### src/rtl/ctr_input_packer.sv
// ctr_input_packer
// Packs a valid/ready byte stream into the flat multi-block plaintext bus of the CTR engine.
// The final block is zero-padded. On end-of-message the block runs one start pulse, holds the
// bus until the engine reports done, then clears it and re-opens for the next message.
// A message longer than the bus capacity is truncated. The excess bytes are drained and
// discarded up to s_last.
//
// Ports:
//   clk, reset            rising-edge clock, synchronous active-high reset
//   s_data/s_valid/s_last byte stream in; s_ready out (byte taken when s_valid & s_ready)
//   plaintext             packed message, byte k of block j at [j*BLOCK_SIZE + 8*k +: 8]
//   num_blocks, pad_bytes block count and zero-fill bytes of the last block
//   ctr_start, ctr_done   one-cycle start pulse to the engine / engine completion
//   busy                  high whenever not collecting a message
//   overflow              one-cycle pulse when a message exceeds bus capacity
module ctr_input_packer #(
    parameter int unsigned BLOCK_SIZE = 64,
    parameter int unsigned MAX_BLOCKS = 16,
    localparam int unsigned BPB = BLOCK_SIZE / 8,
    localparam int unsigned BW  = $clog2(BPB),
    localparam int unsigned KW  = (MAX_BLOCKS > 1) ? $clog2(MAX_BLOCKS) : 1
) (
    input  logic                             clk,
    input  logic                             reset,
    input  logic [7:0]                       s_data,
    input  logic                             s_valid,
    input  logic                             s_last,
    output logic                             s_ready,
    output logic [BLOCK_SIZE*MAX_BLOCKS-1:0] plaintext,
    output logic [15:0]                      num_blocks,
    output logic [BW-1:0]                    pad_bytes,
    output logic                             ctr_start,
    input  logic                             ctr_done,
    output logic                             busy,
    output logic                             overflow
);

    typedef enum logic [1:0] {StCollect, StLaunch, StWaitDone, StDrain} state_e;

    state_e                              state_q;
    logic [MAX_BLOCKS-1:0][BPB-1:0][7:0] bus_q;
    logic [BW-1:0]                       byte_idx_q;
    logic [15:0]                         blk_idx_q;
    logic                                trunc_q;
    logic [15:0]                         num_blocks_q;
    logic [BW-1:0]                       pad_q;
    logic                                start_q;
    logic                                ovf_q;

    logic accept;
    logic byte_wrap;
    logic last_slot;

    assign s_ready   = (state_q == StCollect) || (state_q == StDrain);
    assign busy      = (state_q != StCollect);
    assign accept    = s_valid && s_ready;
    assign byte_wrap = (byte_idx_q == BW'(BPB - 1));
    // Final byte position of the bus: the message ends here whether or not s_last is set.
    assign last_slot = byte_wrap && (blk_idx_q == 16'(MAX_BLOCKS - 1));

    assign plaintext  = bus_q;
    assign num_blocks = num_blocks_q;
    assign pad_bytes  = pad_q;
    assign ctr_start  = start_q;
    assign overflow   = ovf_q;

    always_ff @(posedge clk) begin
        if (reset) begin
            state_q      <= StCollect;
            bus_q        <= '0;
            byte_idx_q   <= '0;
            blk_idx_q    <= '0;
            trunc_q      <= 1'b0;
            num_blocks_q <= '0;
            pad_q        <= '0;
            start_q      <= 1'b0;
            ovf_q        <= 1'b0;
        end else begin
            start_q <= 1'b0;
            ovf_q   <= 1'b0;
            unique case (state_q)
                StCollect: begin
                    if (accept) begin
                        bus_q[blk_idx_q[KW-1:0]][byte_idx_q] <= s_data;
                        if (s_last) begin
                            num_blocks_q <= blk_idx_q + 16'd1;
                            // Equals (BPB - (byte_idx + 1)) % BPB for byte_idx in 0..BPB-1.
                            pad_q        <= BW'(BPB - 1) - byte_idx_q;
                            start_q      <= 1'b1;
                            state_q      <= StLaunch;
                        end else if (last_slot) begin
                            num_blocks_q <= 16'(MAX_BLOCKS);
                            pad_q        <= '0;
                            ovf_q        <= 1'b1;
                            trunc_q      <= 1'b1;
                            start_q      <= 1'b1;
                            state_q      <= StLaunch;
                        end else if (byte_wrap) begin
                            byte_idx_q <= '0;
                            blk_idx_q  <= blk_idx_q + 16'd1;
                        end else begin
                            byte_idx_q <= byte_idx_q + BW'(1);
                        end
                    end
                end
                StLaunch: begin
                    state_q <= StWaitDone;
                end
                StWaitDone: begin
                    // The engine reads the bus combinationally, so it only changes after done.
                    if (ctr_done) begin
                        bus_q      <= '0;
                        byte_idx_q <= '0;
                        blk_idx_q  <= '0;
                        state_q    <= trunc_q ? StDrain : StCollect;
                    end
                end
                StDrain: begin
                    if (accept && s_last) begin
                        trunc_q <= 1'b0;
                        state_q <= StCollect;
                    end
                end
                default: begin
                    state_q <= StCollect;
                end
            endcase
        end
    end

endmodule

### config.mk
export PLATFORM = sky130hd
export DESIGN_NAME = ctr_input_packer
export DESIGN_NICKNAME = d
export VERILOG_FILES = /design/src/rtl/ctr_input_packer.sv
export SDC_FILE = /design/constraint.sdc
export NUM_CORES = 2
export LEC_CHECK = 0
export ABC_AREA = 1
export BUFFER_PORTS_ARGS = -buffer_cell sky130_fd_sc_hd__buf_2
export CORE_AREA = 2 2 414 416
export DETAILED_ROUTE_END_ITERATION = 12
export DIE_AREA = 0 0 416 418
export GPL_ROUTABILITY_DRIVEN = 0
export SLEW_MARGIN = 0
export SYNTH_ARGS = -nofsm -noshare
export SYNTH_HDL_FRONTEND = slang
export SYNTH_SLANG_ARGS = --single-unit
### constraint.sdc
create_clock -name clk -period 2.2 [get_ports clk]
set_input_delay 0.33 -clock clk [delete_from_list [all_inputs] [get_ports clk]]
set_output_delay 0.33 -clock clk [all_outputs]
set_load 0.02 [all_outputs]
==> impl_metrics.yaml <==
global_route:
  track_usage: 0.1989
  grt_pass1_vias: 36873
  overflow: 0
  antenna_found_initial: 12
  grt_first_pass_wirelength_microns: 257200
  grt_max_degree: 105
worst_setup_path:
  crit_fanout: 64
  required_ns: 2.88
  critPathKind: "reg2reg"
  cp-end-kind: "flop"
  critPathTopFamily: "compound AO/OA/AOI/OAI gates"
  path_buf_inv: 3
  cp-start-kind: "flop"
  crit_arrival_ns: 2.89
  crit_slowest_cell: "o21ai_2"
  cpPeakStageDelay_ns: 0.66
  crit_chain: "buf_6, ha_4, buf_4, buf_12, o21ai_2, nand2_1, a21oi_1"
clock_tree:
  cts-htree-levels: 3
  clk_latency_ns: 0.77
  clock-sinks: 1067
  max-clock-path-buffers: 3
  clock-root-buffer: "clkbuf_16"
  cts_made_buffers: 114
  clk_pin_slew_worst_paths_ns: 0.07
  cts_tree: "done"
routing:
  drcViolationCount: 0
  drtPass1Iterations: 8
  antenna_left: 0
  vias_per_cell: 4.703
  vias: 40670
  drtIter0Drc: 3803
  routed_wl_microns: 184400
  routedWlPerCell_microns: 21.32
floorplan:
  die_w_microns: 416
  start_util: 0.2307
  num_io_pins: 1060
  core_region_area_sq_um: 169100
  rows: 151
  die_height_microns: 418
  die_area_sq_um: 173900
power_and_ir_drop:
  power.total_mw: 47.96
  peakVddDrop_v: 0.0006307
  power_density_nw_per_um2: 879.6
  leakagePower_nw: 21.71
layout:
  drive_above_1_share: 0.3030
  fill_cells: 17711
  area_growth_pct: 39.78
  nNetsFinal: 6363
  final_common_cell: "nand2_1"
  layout_common_cells: "2149 x nand2_1, 1064 x dfxtp_1, 1057 x a21oi_1"
flow_run:
  maxCapViolCount: 0
synthesis:
  ys_seq_area_frac: 0.5476
  avgSynthCellArea_sq_um: 7.778
  synth_top_area_share: 0.5476
  ys_warn_count: 0
  yosys.area.top_type: "dfxtp_1"
  syn_area_sq_um: 39010
  synth_seq_cells: 1067
  synth_nets: 5038
  synthSimpleGateAreaFrac: 0.2481
  synth_fa_ha_area_frac: 0.003208
  synth_mux_area_frac: 0
  synth_area_leaders: "dfxtp_1 55%, nand2_1 21%, a21oi_1 14%"
  synthXorXnorAreaFrac: 0.0008982
  synth-compound-area-share: 0.1619
  synthCells: 5015
  ys_types: 29
  synth_top_family_by_area: "simple AND/OR/NAND/NOR gates"
sta:
  whs_ns: 0.1086
  slew_headroom: 0.5807
  finalSetupViolations: 5
  max_freq_ghz: 0.4524
  setup_ws_ns: -0.01028
  tightest_slew_ns: 0.6289
  fin_crit_sh: 1.005
  hold_violations: 0
  report.final.slew_viol_count: 0
  fin_worst_skew_ns: 0.04290
  rsz0062_at_grt: "yes"
  final.min_clock_period_ns: 2.210
min_path:
  hp-class: "in2reg"
placement:
  place_hpwl_microns: 134800
  io_buffers: 1059
run_status:
  violations: "negative setup slack"
  outcome: "finished, violations left"
==> sequential cells by signal, indices dropped and copies added (netlist names) <==
| register | count |
|---|---|
| blk_idx_q | 16 |
| byte_idx_q | 3 |
| ctr_start | 1 |
| num_blocks | 16 |
| overflow | 1 |
| pad_bytes | 3 |
| plaintext | 1024 |
| state_q | 2 |
| trunc_q | 1 |
==> cells in the mapped netlist <==
master    number
a21oi_1     1066
buf_1          8
buf_2        131
buf_4          9
buf_6          6
clkbuf_1     127
dfxtp_1     1067
ha_1          10
inv_1         45
inv_2          4
inv_4          2
nand2_1     2150
nand2_2        9
nand3_1       23
nand3_2       14
nand3_4        3
nand3b_1       1
nand4_1       19
nor2_1        42
nor2_2       116
nor2_4        15
nor3_1         4
nor3_2         3
nor3b_1        1
o21ai_0        6
o21ai_1       48
o21ai_2       81
or2_2          1
xor2_1         4
==> worst min-delay path, cell delays in order <==
cell,delay (ns)
buf_2,0.10
inv_1,0.08
nor2_4,0.06
buf_12,0.15
nand2_1,0.06
a21oi_1,0.05
==> repair_timing <==
item | in CTS | in global routing
hold buffers | 4 | 0
setup endpoints to repair | 52 | 213
cloned | 0 | 2
setup buffers | 2 | 4
hold endpoints to repair | 6 | 0
pin swaps | 1 | 4
gates resized for setup | 10 | 47
==> power by group <==
group	leakage, nW	total, mW	internal (mW)	switching, mW
sequential	8.59	19.5	19.4	0.0758
combinational	11.2	8.18	2.70	5.48
clock	1.92	20.3	11.9	8.42
==> cell families after synthesis <==
kind of cell | after synthesis
buffers and inverters | 332
adders and majority gates | 10
and+or+nand+nor | 2401
AOI/OAI and AO/OA | 1201
xor gates and xnor gates | 4
DFF | 1067
==> layout make-up <==
type,count,area [sq um],share of cell area
diodes,2,5.005,0.00009179
repair buffers,1490,9802,0.1798
clock inverters,47,686.9,0.01260
well taps,2218,2775,0.05090
clock buffers,157,3246,0.05953
flip-flops and latches,1067,21360,0.3918
inverters,51,198.9,0.003649
multi-input cells,3616,16450,0.3016
==> routing by layer <==
metal	vias up	GRT usage	share of wire
li1	18944	-	-
met1	19402	0.2443	0.40
met2	1863	0.3267	0.47
met3	451	0.03712	0.072
met4	10	0.1120	0.060
met5	-	0	0.00034
==> through the flow <==
stage / std cells / area, sq um / setup slack (ns) / setup TNS [ns] / util
4_1_cts: 8640 / 54220 / 0.006368 / 0 / 0.3207
6_report: 8648 / 54520 / -0.01028 / -0.02980 / 0.3224
3_5_place_dp: 8430 / 50170 / -0.1301 / -1.001 / 0.2967
5_1_grt: 8647 / 54520 / -0.04277 / -0.7122 / 0.3224
2_1_floorplan: 5015 / 39010 / 0.2967 / 0 / -
3_3_place_gp: 8430 / 50170 / -0.1210 / -0.8593 / 0.2967
==> path summary, 6_finish.rpt <==
check	startpoint	to	slack (ns)	depth (start not counted)
worst min-delay path	s_data[4]	plaintext[68]	0.11	6
worst min register to register	pad_bytes[2]	pad_bytes[2]	0.45	2
worst max-delay path	state_q[1]	plaintext[484]	-0.01	7
worst max register to register	state_q[1]	plaintext[484]	-0.01	7
Note: power is estimated with default switching activity, not from simulation.
